File: src/rtl/local_out_port_buffer.sv
// Router local output stage: a small FIFO from the switch to the PE collector, with write/read handshake FSMs.
// Build option: define LOCAL_OUT_STATS_EN to build the saturating delivered-packet counter on PktCount.
module local_out_port_buffer #(
  parameter logic [5:0] routerID    = 6'b000_000,
  parameter int         packetwidth = 26,
  parameter int         DEPTH       = 4,
  parameter int         ADDRW       = 2
) (
  input  logic                   clk,
  input  logic                   reset,
  input  logic [packetwidth-1:0] PacketIn,
  input  logic                   ReqUpStr,
  output logic                   GntUpStr,
  output logic                   UpStrFull,
  output logic [packetwidth-1:0] PacketOut,
  output logic                   ReqDnStr,
  input  logic                   GntDnStr,
  input  logic                   DnStrFull,
  output logic [15:0]            PktCount
);
  typedef enum logic {W_IDLE, W_ACK}  wstate_e;
  typedef enum logic {R_IDLE, R_SEND} rstate_e;

  localparam logic [ADDRW:0] FULL_CNT = (ADDRW+1)'(DEPTH);
  localparam logic [ADDRW:0] ONE_CNT  = (ADDRW+1)'(1);

  wstate_e wr_st_q, wr_st_d;
  rstate_e rd_st_q, rd_st_d;

  logic [DEPTH-1:0][packetwidth-1:0] mem_q;
  logic [ADDRW-1:0]       wr_ptr_q, wr_ptr_d, rd_ptr_q, rd_ptr_d, rd_nxt;
  logic [ADDRW:0]         count_q, count_d;
  logic                   gnt_up_q, gnt_up_d;
  logic                   req_dn_q, req_dn_d;
  logic [packetwidth-1:0] pkt_out_q, pkt_out_d;
  logic                   push, pop, full, empty, more;

  // routerID identifies the owning router; the buffer itself never inspects it.
  logic unused_cfg;
  assign unused_cfg = ^routerID;

  assign full   = (count_q == FULL_CNT);
  assign empty  = (count_q == '0);
  assign more   = (count_q > ONE_CNT);
  assign rd_nxt = rd_ptr_q + ADDRW'(1);

  always_ff @(posedge clk or negedge reset) begin
    if (!reset) begin
      wr_st_q <= W_IDLE;
      rd_st_q <= R_IDLE;
    end else begin
      wr_st_q <= wr_st_d;
      rd_st_q <= rd_st_d;
    end
  end

  always_comb begin
    wr_st_d = wr_st_q;
    if (wr_st_q == W_IDLE) begin
      if (ReqUpStr && !full) wr_st_d = W_ACK;
    end else begin
      wr_st_d = W_IDLE;
    end
    rd_st_d = rd_st_q;
    if (rd_st_q == R_IDLE) begin
      if (!empty && !DnStrFull) rd_st_d = R_SEND;
    end else begin
      if (GntDnStr && !(more && !DnStrFull)) rd_st_d = R_IDLE;
    end
  end

  always_comb begin
    push      = (wr_st_q == W_IDLE) && ReqUpStr && !full;
    pop       = (rd_st_q == R_SEND) && GntDnStr;
    gnt_up_d  = push;
    req_dn_d  = req_dn_q;
    pkt_out_d = pkt_out_q;
    if (rd_st_q == R_IDLE) begin
      if (!empty && !DnStrFull) begin
        req_dn_d  = 1'b1;
        pkt_out_d = mem_q[rd_ptr_q];
      end
    end else if (GntDnStr) begin
      // Head is only retired on grant; the entry behind it is already stable in mem.
      if (more && !DnStrFull) pkt_out_d = mem_q[rd_nxt];
      else                    req_dn_d  = 1'b0;
    end
    wr_ptr_d = push ? wr_ptr_q + ADDRW'(1) : wr_ptr_q;
    rd_ptr_d = pop  ? rd_nxt : rd_ptr_q;
    case ({push, pop})
      2'b10:   count_d = count_q + ONE_CNT;
      2'b01:   count_d = count_q - ONE_CNT;
      default: count_d = count_q;
    endcase
  end

  always_ff @(posedge clk or negedge reset) begin
    if (!reset) begin
      wr_ptr_q  <= '0;
      rd_ptr_q  <= '0;
      count_q   <= '0;
      gnt_up_q  <= 1'b0;
      req_dn_q  <= 1'b0;
      pkt_out_q <= '0;
    end else begin
      wr_ptr_q  <= wr_ptr_d;
      rd_ptr_q  <= rd_ptr_d;
      count_q   <= count_d;
      gnt_up_q  <= gnt_up_d;
      req_dn_q  <= req_dn_d;
      pkt_out_q <= pkt_out_d;
    end
  end

  always_ff @(posedge clk) begin
    if (push) mem_q[wr_ptr_q] <= PacketIn;
  end

  assign GntUpStr  = gnt_up_q;
  assign UpStrFull = full;
  assign ReqDnStr  = req_dn_q;
  assign PacketOut = pkt_out_q;

`ifdef LOCAL_OUT_STATS_EN
  logic [15:0] pkt_cnt_q;
  always_ff @(posedge clk or negedge reset) begin
    if (!reset)                          pkt_cnt_q <= '0;
    else if (pop && pkt_cnt_q != 16'hFFFF) pkt_cnt_q <= pkt_cnt_q + 16'd1;
  end
  assign PktCount = pkt_cnt_q;
`else
  assign PktCount = 16'd0;
`endif

endmodule

File: config.mk
export PLATFORM = sky130hd
export DESIGN_NAME = local_out_port_buffer
export DESIGN_NICKNAME = d
export VERILOG_FILES = /design/src/rtl/local_out_port_buffer.sv
export SDC_FILE = /design/constraint.sdc
export NUM_CORES = 1
export LEC_CHECK = 0
export CAP_MARGIN = 20
export CORE_ASPECT_RATIO = 0.8
export CORE_MARGIN = 10
export CORE_UTILIZATION = 55
export CTS_BUF_LIST = sky130_fd_sc_hd__clkbuf_8 sky130_fd_sc_hd__clkbuf_16
export CTS_CLUSTER_SIZE = 25
export DETAILED_ROUTE_END_ITERATION = 10
export PLACE_DENSITY = 0.79
export SETUP_SLACK_MARGIN = 0.5
export SYNTH_ARGS = -nofsm -noshare
export SYNTH_HDL_FRONTEND = slang
export SYNTH_SLANG_ARGS = --single-unit
File: constraint.sdc
create_clock -name clk -period 2.9 [get_ports clk]
set_input_delay 0.725 -clock clk [delete_from_list [all_inputs] [get_ports clk]]
set_output_delay 0.725 -clock clk [all_outputs]
set_load 0.02 [all_outputs]
# [Word level (Yosys, flattened, before mapping)]
# Index checks and enable logic that the tools add are counted.
# W data, S select, Z words.
[word_totals] reg_bits=141 input_bits=31 out_inout_bits=45 wordCells=66
[op_classes] add_sub_neg=4 n_lt_le_gt_ge=5 eq_ne=6 mux=21 bitwise_logic=1 reduce_logical=17
[op_table] op="$mux W26" n=7
[op_table] op="$bmux W26 S2" n=2
[op_table] op="$bwmux W104" n=1
[op_table] op="$demux W26 S2" n=1
[op_table] op="$lt A2 B3 Y1 const B" n=3
[op_table] op="$mux W1" n=9
[op_table] op="$logic_and A1 B1 Y1" n=8
[op_table] op="$pmux W3 S2" n=1
[op_table] op="$reduce_and A3 Y1" n=2
[op_table] op="$add A2 B1 Y2 const B" n=2
[op_table] op="$logic_not A1 Y1" n=4
[op_table] op="$ne A2 B2 Y1 const B" n=2
[op_table] op="$reduce_bool A2 Y1" n=2
[op_table] op="$add A3 B1 Y3 const B" n=1
[op_table] op="$eq A3 B3 Y1 const B" n=1
[op_table] op="$gt A3 B1 Y1 const B" n=1
[op_table] op="$logic_not A3 Y1" n=1
[op_table] op="$sub A3 B1 Y3 const B" n=1
[op_table] op="$eq A2 B1 Y1 const B" n=1
[op_table] op="$eq A2 B2 Y1 const B" n=1
[op_table] op="$ge A2 B1 Y1 const B" n=1
[op_table] op="$ne A2 B1 Y1 const B" n=1
[op_table] op="$not A1 Y1" n=1

# [Depth between registers and ports, before layout]
# Gate-level depths: netlist of run 1.
[logic_depth] ltp_word=6 ltp_mapped=10 ltp_nobuf=10

# [Worst setup path before layout of run 1]
# Ideal clock, no wire load.
[synth_path] path_type="flip-flop to flip-flop" startpoint="register count_q[0]" endpoint="register mem_q[0] (netlist name) (enable)" setup_time_ps=385 t_arrival_ps=1921 required_ps=2515 setup_slack_ps=594 stages_incl_launch_ff=7 path_buffers=0 synth_period_minus_slack_ps=2306 cell_sequence="dfrtp_1 inv_1 ha_1 nand2_1 inv_1 nor3b_2 and2_1"
[synth_between] elab_chain_len=3
[synth_rtl] item="from (decl)" line="32" rtl="logic [ADDRW:0] count_q, count_d;"
[synth_rtl] item="from (signal assigned)" line="108" rtl="count_q <= count_d;"
[synth_rtl] item="$eq A3 B3 Y1" line="42" rtl="assign full = (count_q == FULL_CNT);"
[synth_rtl] item="named net UpStrFull" line="14" rtl="output logic UpStrFull,"
[synth_rtl] item="$logic_not A1 Y1" line="73" rtl="push = (wr_st_q == W_IDLE) && ReqUpStr && !full;"
[synth_rtl] item="$logic_and A1 B1 Y1" line="73"
[synth_rtl] item="named net gnt_up_d" line="33" rtl="logic gnt_up_q, gnt_up_d;"
[synth_rtl] item="to (signal, indexed assignment)" line="116" rtl="if (push) mem_q[wr_ptr_q] <= PacketIn;"
[synth_rtl] item="to (decl)" line="30" rtl="logic [DEPTH-1:0][packetwidth-1:0] mem_q;"
# The timed path passes the listed nets, and every way through them passes these cells.
# A chain may end at the register's enable or synchronous reset.

# [Worst setup path after layout of run 1]
[layout_path] startpoint="register count_q[0]" endpoint="output port UpStrFull"
[layout_between] elab_chain_len=1
[layout_rtl] item="$eq A3 B3 Y1" line="42"
[layout_rtl] item="to (decl)" line="14"
# Every way passes these cells.

==> results of run 1 <==
-- final timing paths --
path                            start      endpoint  cells past startpoint
max                        count_q[0]     UpStrFull                      5
min                             reset      GntUpStr                      1
max reg2reg                count_q[0]     mem_q[39]                      7
min reg2reg                   wr_st_q       wr_st_q                      1
max in group asynchronous       reset  PacketOut[7]                      2
min in group clk              wr_st_q       wr_st_q                      1
-- state kept, by name, indices dropped and copies added (netlist names) --
signal and flops:
wr_ptr_q 2, rd_ptr_q 2, count_q 3, mem_q 104
ReqDnStr 1, PacketOut 26, wr_st_q 1, GntUpStr 1
rd_st_q 1
-- synthesized netlist by cell type, types with 2 or more instances --
| master | instances |
|---|---|
| buf_4 | 17 |
| mux2_1 | 3 |
| edfxtp_1 | 104 |
| mux2_2 | 25 |
| xnor2_1 | 5 |
| o21ai_0 | 2 |
| nor3_1 | 25 |
| nor3b_1 | 25 |
| mux2i_1 | 27 |
| buf_6 | 2 |
| buf_2 | 10 |
| o22ai_1 | 25 |
| nand2b_1 | 2 |
| nor2b_1 | 2 |
| dfrtp_1 | 37 |
| inv_1 | 6 |
| and2_1 | 5 |
| a2bb2oi_1 | 24 |
| clkbuf_1 | 20 |
| nand2_1 | 4 |
| a211oi_1 | 48 |
| ha_1 | 9 |
| o221ai_1 | 2 |
| nor2_1 | 3 |
| buf_1 | 3 |
-- power groups by stage --
| stage | combinational (µW) | sequential [µW] | clock [µW] |
|---|---|---|---|
| after floorplan | 2430 | 3170 | 0 |
| after global placement | 3540 | 3110 | 0 |
| after detailed placement | 3690 | 3140 | 0 |
| after CTS | 3710 | 3110 | 2350 |
| after global routing | 4000 | 3180 | 2450 |
| final | 3690 | 3110 | 2320 |
-- per-layer routing --
metal,part of all wire,vias up
li1,-,1857
met1,0.41,2051
met2,0.50,167
met3,0.078,15
met4,0.011,0
met5,0,-
-- cells in the final DEF, fill, tap and decap left out, types with 17 or more instances in the layout --
master           instances
a2bb2oi_1               24
mux2i_1                 27
dfrtp_1                 34
edfxtp_1               104
nor3b_1                 25
clkdlybuf4s50_1         57
nor3_1                  25
clkbuf_16               17
a211oi_1                48
mux2_2                  25
o22ai_1                 25
-- critical path, delay by kind of cell, from the launching register on --
family	cells	cell delay, ns
simple gates	1	0.06
flops	1	0.43
fa+ha+maj	1	0.18
buf+inv	3	0.54
-- timing repair --
action                                  4_1_cts  5_1_grt
buffers inserted                              0        0
endpoints found under the setup margin        9        4
gates cloned                                  0        0
resized for setup                             2        0
-- per-stage QoR --
stage	utilization	hold slack, ns	power, µW	cell area, µm²
floorplan	-	0.429	5600	6440
global placement	0.624	0.447	6650	7130
detailed placement	0.624	0.454	6830	7130
CTS	0.680	0.350	9170	7770
global route	0.680	0.379	9630	7770
finish	0.680	0.338	9120	7770
-- layout make-up --
cell class	count	area [µm²]	area share
Timing Repair Buffer	79	785	0.101
Clock buffer	21	480	0.0618
Tap cell	148	185	0.0238
Inverter	8	32.5	0.00419
Multi-Input combinational cell	264	2070	0.267
Clock inverter	10	161	0.0208
Sequential cell	141	4060	0.522
-- kinds of logic (layout without fill, tap and decap cells) --
| logic type | count (synthesis) | in the layout | share of synthesized area |
|---|---|---|---|
| XOR/XNOR | 6 | 6 | 0.00823 |
| AND/OR/NAND/NOR | 70 | 70 | 0.0672 |
| AO/OA/AOI/OAI | 108 | 108 | 0.130 |
| flip-flops | 141 | 141 | 0.634 |
| buffers and inverters | 60 | 118 | 0.0500 |
| adder cells (fa/ha/maj) | 9 | 9 | 0.0176 |
| other | 1 | 16 | 0.000587 |
| multiplexers | 55 | 55 | 0.0917 |
==> out/qor.yml, run 1 <==
drt_iter0_drc: 305
avgRoutedWirePerCell_um: 21.1
cts_buffers: 17
synthArstFlopShare: 0.262
met1_usage: 0.212
synth_area_per_cell_um2: 14.2
insertedDiodeCount: 0
grt_busiest_layer: "met2"
drc_errors: 0
crit_path_max_incr_delay_ns: 0.43
synth_top_area_frac: 0.489
status: "finished, final reports clean"
synth_top_cell_by_area: "edfxtp_1"
area_growth_pct: 21.7
clock_sinks: 141
crit_top_cell: "inv_1"
fin_crit_ns: 2.34
core-area_um2: 11400
crit_type: "flop to output pin"
worst_slew_pin_slew_ns: 0.661
cts_tree: "done"
synth_cells: 450
use_met2: 0.296
p_switching_uw: 3150
drive_gt1_frac: 0.163
fill_cells: 762
drv_cap: 0
place_ws_ns: 0.290
hold_viol_final: 0
crit_chain: "inv_1 > ha_1 > nand2_1 > inv_1 > dlygate4sd2_1"
num_rows: 35
seqPwrFrac: 0.341
cp_slowest_cell: "dfrtp_1"
cts_hold_buf: 0
use_met3: 0.0573
vias: 4090
grt_max_degree: 45
ys_warn_count: 0
grtUsageTotal: 0.180
die_h_um: 116
required_ns: 2.17
die-area_um2: 16300
dp_hpwl_mm: 9.13
clock_skew_ns: 0.00858
grt_pass1_vias: 4433
rsz0062_at_grt: "true"
wl_mm: 14.1
slew_viol_final: 0
grt_pass1_wl_mm: 23.2
fmax_mhz: 427
power_frac_comb: 0.404
via_per_inst: 6.10
grt.overflow.total: 0
clk_latency_ns: 0.42
ir_worst_vdd_mv: 0.740
instances_no_fill: 671
gp_congestion: 0.780
path_max_fanout: 5
antenna_found_initial: 0
setup_tns_ns: 0
io_pins: 76
cts-htree-levels: 4
die_x_um: 140
power_density_nw_per_um2: 1170
leakagePower_uw: 0.00280
ys_types: 40
start_kind: "flop"
clkPwrFrac: 0.255
synth_seq_cells: 141
cp-end-kind: "output pin"
internal_power_uw: 5960
max-slew-margin-rel: 0.560
drt_pass1_iterations: 4
setup_viol: 0
root_buffer: "clkbuf_16"
clk_pin_slew_ns: 0.06
reg2reg_slack_ns: 0.67
port_buffers: 59
synth_edf_count: 104
synthFlopType: "edfxtp_1"
start_util: 0.559
setup_ws_ns: 0.559
p_sw_frac: 0.346
nets: 551
synth_area_um2: 6380
ant_nets: 0
finalCritPeriodShare: 0.807
clockBufferDepth: 2
synth_area_leaders: "edfxtp_1 (49%), dfrtp_1 (15%), a211oi_1 (5.6%)"
synth.yosys.seq_area_share: 0.634
cp.arrival_ns: 1.62
dp_cells: 640
holdCritPathClass: "input pin to async pin"
Power figures use the tool's default switching activity.
==> inputs of run 2 (changes only) <==
clock period = 2.26 ns   (was 2.9 ns; I/O delays follow)
==> run 2 against run 1 <==
Final area rose by 12%. Cell count is 6.4% higher. Non-clock buffer count grew 42. Global-route usage grew 2.9 points. First-iteration DRC count is 54% higher. Worst hold slack got worse by 0.22 ns. Die area unchanged. Clock skew up 0.0032 ns. Utilization is 8.0 points higher. Largest power group unchanged.
==> out/qor.yml, run 2 (synthesized netlist as in run 1, its figures left out) <==
status: "finished, final reports clean"
slew_viol_final: 0  # unchanged
core-area_um2: 11400  # unchanged
gp_congestion: 0.782  # +0.24%
start_kind: "flop"
dp_hpwl_mm: 9.22  # +0.92%
drive_gt1_frac: 0.261  # +0.0990
clk_pin_slew_ns: 0.06  # about the same
holdCritPathClass: "input pin to async pin"
grt.overflow.total: 0  # unchanged
port_buffers: 59  # unchanged
die_x_um: 140  # unchanged
start_util: 0.559  # unchanged
drc_errors: 0  # unchanged
via_per_inst: 6.34  # +4.0%
cts_tree: "done"
clk_latency_ns: 0.42  # about the same
place_ws_ns: 0.0449  # -0.245 ns
avgRoutedWirePerCell_um: 24.6  # +17%
required_ns: 2.56  # +0.39 ns
cp_slowest_cell: "dfrtp_2"
top_register: "mem_q"
cp-end-kind: "flop"
insertedDiodeCount: 0  # unchanged
largest_register_ffs: 104  # unchanged
max-slew-margin-rel: 0.550  # -0.00921
setup_viol: 0  # unchanged
leakagePower_uw: 0.00329  # +17%
final_util: 0.759  # +0.0796
clockBufferDepth: 2  # unchanged
area_growth_pct: 36.0
cp.arrival_ns: 2.38  # +0.76 ns
crit_type: "flop to flop"
grt_max_degree: 38  # -16%
finalCritPeriodShare: 0.917
io_pins: 76  # unchanged
nets: 593  # +7.6%
drv_cap: 0  # unchanged
ant_nets: 0  # unchanged
ir_worst_vdd_mv: 0.922  # +24%
clock_sinks: 141  # unchanged
vias: 4527  # +11%
cts_buffers: 17  # unchanged
root_buffer: "clkbuf_16"
cp_top_family: "buffers and inverters"
clock_skew_ns: 0.0117  # +0.00316 ns
rsz0062_at_grt: "true"
crit_path_max_incr_delay_ns: 0.41  # -0.02 ns
fin_crit_ns: 2.07
grtUsageTotal: 0.209  # +0.0293
power_density_nw_per_um2: 1540  # +31%
fmax_mhz: 483
drt_iter0_drc: 471  # +54%
path_max_fanout: 7  # +2
cts_hold_buf: 0  # unchanged
cp_num_buf_inv: 4  # +1
die_h_um: 116  # unchanged
final_cell_mix: "edfxtp_1 (104), a211oi_1 (48), dfrtp_1 (33), clkdlybuf4s50_1 (29)"
wl_mm: 17.6  # +24%
worst_slew_pin_slew_ns: 0.674  # +0.0138 ns
hold_viol_final: 0  # unchanged
antenna_found_initial: 0  # unchanged
final_common_cell: "edfxtp_1"
drt_pass1_iterations: 7  # +3
die-area_um2: 16300  # unchanged
num_rows: 35  # unchanged
grt_pass1_vias: 4612  # +4.0%
setup_ws_ns: 0.188  # -0.371 ns
setup_tns_ns: 0  # unchanged
crit_chain: "inv_2 > ha_4 > nor2b_4 > and2_4 > a2111oi_4 > buf_4 > buf_12 > buf_16 > mux2_4"
grt_pass1_wl_mm: 26.0  # +12%
cts-htree-levels: 4  # unchanged
run 2: cell types whose count changed in the layout (fill, tap and decap cells not counted), sizes merged:
| cell | change |
|---|---|
| clkinvlp | +1 |
| clkdlybuf4s15 | +1 |
| clkdlybuf4s50 | -28 |
| bufinv | +1 |
| inv | +3 |
| buf | +42 |
| clkbuf | -3 |
| dlygate4sd2 | +26 |
run 2: per-stage QoR:
step / hold WS, ns / area (µm²) / power (µW) / cells
2_1_floorplan: 0.269 / 6470 / 7240 / 465
3_3_place_gp: 0.476 / 7310 / 8800 / 648
3_5_place_dp: 0.490 / 7310 / 9020 / 648
4_1_cts: 0.126 / 8570 / 13000 / 712
5_1_grt: 0.151 / 8680 / 13900 / 714
6_report: 0.119 / 8680 / 13400 / 714
run 2: final cells by class:
| type | count | area [µm²] |
|---|---|---|
| Clock inverter | 15 | 234 |
| Fill cell | 668 | 2750 |
| Sequential cell | 141 | 4060 |
| Timing Repair Buffer | 121 | 1500 |
| Multi-Input combinational cell | 264 | 2250 |
| Clock buffer | 17 | 425 |
| Inverter | 8 | 32.5 |
| Tap cell | 148 | 185 |
run 2: final timing paths:
| check | start | to | slack (ns) | depth (start not counted) |
|---|---|---|---|---|
| worst max-delay path | count_q[0] | PacketOut[7] | 0.19 | 9 |
| worst min-delay path | reset | PacketOut[18] | 0.12 | 1 |
| worst max register to register | count_q[0] | PacketOut[7] | 0.19 | 9 |
| worst min register to register | wr_st_q | GntUpStr | 0.50 | 1 |
| max in group asynchronous | reset | PacketOut[5] | 1.57 | 2 |
| min in group clk | wr_st_q | GntUpStr | 0.50 | 1 |
run 2: layer usage:
metal / up-vias / wire (µm) / GRT usage
met5: - / 0 / 0
met3: 43 / 1580 / 0.0589
met4: 0 / 497 / 0.0893
met2: 270 / 8810 / 0.359
li1: 1951 / - / -
met1: 2263 / 6700 / 0.243
run 2: repair_timing:
action                     CTS  global route
pin swaps                    2             5
buffers inserted            22             1
resized for setup           73            19
setup endpoints to repair  163           136
cloned                      10             1
run 2: power breakdown:
part | switching, µW | internal, µW
clock network | 1150 | 1980
registers | 542 | 3490
logic | 3080 | 3140
total | 4770 | 8600
==> RTL edit (settings of run 1) <==
Build with the macro `LOCAL_OUT_STATS_EN` defined.
--- a/src/rtl/local_out_port_buffer.sv
+++ b/src/rtl/local_out_port_buffer.sv
@@ -2,2 +2,4 @@
 // Build option: define LOCAL_OUT_STATS_EN to build the saturating delivered-packet counter on PktCount.
+`define LOCAL_OUT_STATS_EN
+
 module local_out_port_buffer #(
Formal check against the unedited RTL: not equivalent (a bounded check fails within 4 cycles, from zero or initial values and one cycle with reset low).
==> RTL edit against run 1 <==
  * Cell area is 10% higher
  * Sequential share of layout area is 0.20 points lower
  * Routed wire length is 20% higher
  * Area after synthesis is 10% higher
  * Global-route usage is 1.4 points higher
  * Hold slack worse by 0.11 ns
  * Synthesized cell count is 20% higher
  * Clock skew is 0.0031 ns lower
  * Power is 0.85% higher
  * Setup slack better by 0.060 ns
  * Sequential cell count is 16 higher
  * Largest power group unchanged
==> RTL edit: results (changes against run 1) <==
Global routing
  • Met1 usage: 23.4% (+2.2 points)
  • Met3 Track Usage GR: 5.89% (+0.16 points)
  • Initial antenna violation count: 1 (+1)
  • GR Util met2: 32.3% (+2.6 points)
  • Largest net degree at the start of global routing: 80 (+78%)
  • First-pass GRT wire length: 27,200 µm (+17%)
  • Global Route Usage Sum: 19.4% (+1.4 points)
  • Vias in the first global route: 5,021 (+13%)

Placement
  • Final Wtd Congestion: 0.835 (+7.0%)
  • Number of port buffers: 75 (+27%)
  • Dpl hpwl: 10,800 µm (+18%)

Layout
  • Inverters: 9 (+1)
  • Multi-input gate area: 2390 µm² (+15%)
  • ClkCell Share: 6.57% (-1.7 points)
  • Signal buffers: 96 (+22%)
  • Multi-input combinational cell count: 334 (+27%)
  • Nets@finish: 656 (+19%)
  • Register area: 4450 µm² (+9.8%)
  • # clk buffers: 19 (-9.5%)

STA
  • Slew headroom: 49.5% (-6.5 points)
  • Layout Skew: 0.00549 ns (-0.00309 ns)

Critical path
  • Crit-path max cell delay: 0.66 ns (+0.23 ns)
  • Critical path fanouts, max: 6 (+1)
  • CP Data Arrival Time: 1.56 ns (-0.06 ns)
  • R2R depth: 6 (-1)

Detailed routing
  • Top layer in use: met5
  • Detailed Routing Iterations Pass 1: 5 (+1)
  • Routed length on met3: 1300 µm (+18%)
  • Via-to-Cell Ratio: 6.22 (+2.0%)
  • Initial DRC Count: 469 (+54%)
  • Routed wl met2: 8450 µm (+19%)

Synthesis
  • Count of cell types in the netlist: 48 (+20%)
  • Synth area leaders: edfxtp_1, dfrtp_1, a211oi_1
  • Asr flop ratio synth: 33.8% (+7.5 points)
  • Register area share after synthesis: 63.1% (-0.32 points)

Pwr
  • Peak VDD IR: 0.700 mV (-5.4%)
  • Leakage: 0.00311 µW (+11%)

Status
  • Status: finished clean
RTL edit: stage by stage:
| step | setup slack [ns] | instance area, µm² | util (%) | cells |
|---|---|---|---|---|
| after CTS | 0.509 | 8570 | 69.5 | 798 |
| after floorplan | 0.583 | 7050 | - | 541 |
| after detailed placement | 0.427 | 8010 | 64.9 | 767 |
| final | 0.619 | 8570 | 69.4 | 798 |
| after global routing | 0.550 | 8570 | 69.4 | 798 |
| after global placement | 0.519 | 8010 | 64.9 | 767 |
RTL edit: power by group:
part / internal (µW) / switching, µW / leakage, µW / total [µW]
Sequential: 2960 / 460 / 0.00161 / 3420
Clock: 1280 / 845 / 0.000286 / 2130
Combinational: 1480 / 2160 / 0.00122 / 3640
Total: 5730 / 3470 / 0.00311 / 9190
RTL edit: logic make-up after synthesis:
family / share of synthesized area (%)
multiplexers: 4.63
AO/OA/AOI/OAI: 14.3
AND/OR/NAND/NOR: 11.0
adder cells (fa/ha/maj): 1.77
buffers and inverters: 3.12
XOR/XNOR: 2.11
flip-flops: 63.1
RTL edit: path summary, 6_finish.rpt:
| path | start | end | slack, ns |
|---|---|---|---|
| worst max-delay path | PktCount[2]$_DFFE_PN0P_ | PktCount[2] | 0.62 |
| worst min-delay path | reset | wr_st_q$_DFF_PN0_ | 0.23 |
| worst max register to register | count_q[1]$_DFFE_PN0P_ | PacketOut[19]$_DFFE_PN0P_ | 0.75 |
| worst min register to register | wr_st_q$_DFF_PN0_ | wr_st_q$_DFF_PN0_ | 0.47 |
| max in group asynchronous | reset | PktCount[9]$_DFFE_PN0P_ | 1.99 |
| min in group clk | wr_st_q$_DFF_PN0_ | wr_st_q$_DFF_PN0_ | 0.47 |
RTL edit: timing repair:
item / in CTS / in global routing
pin swaps: 0 / 0
endpoints found under the setup margin: 1 / 1
cloned: 0 / 0
resized for setup: 2 / 1
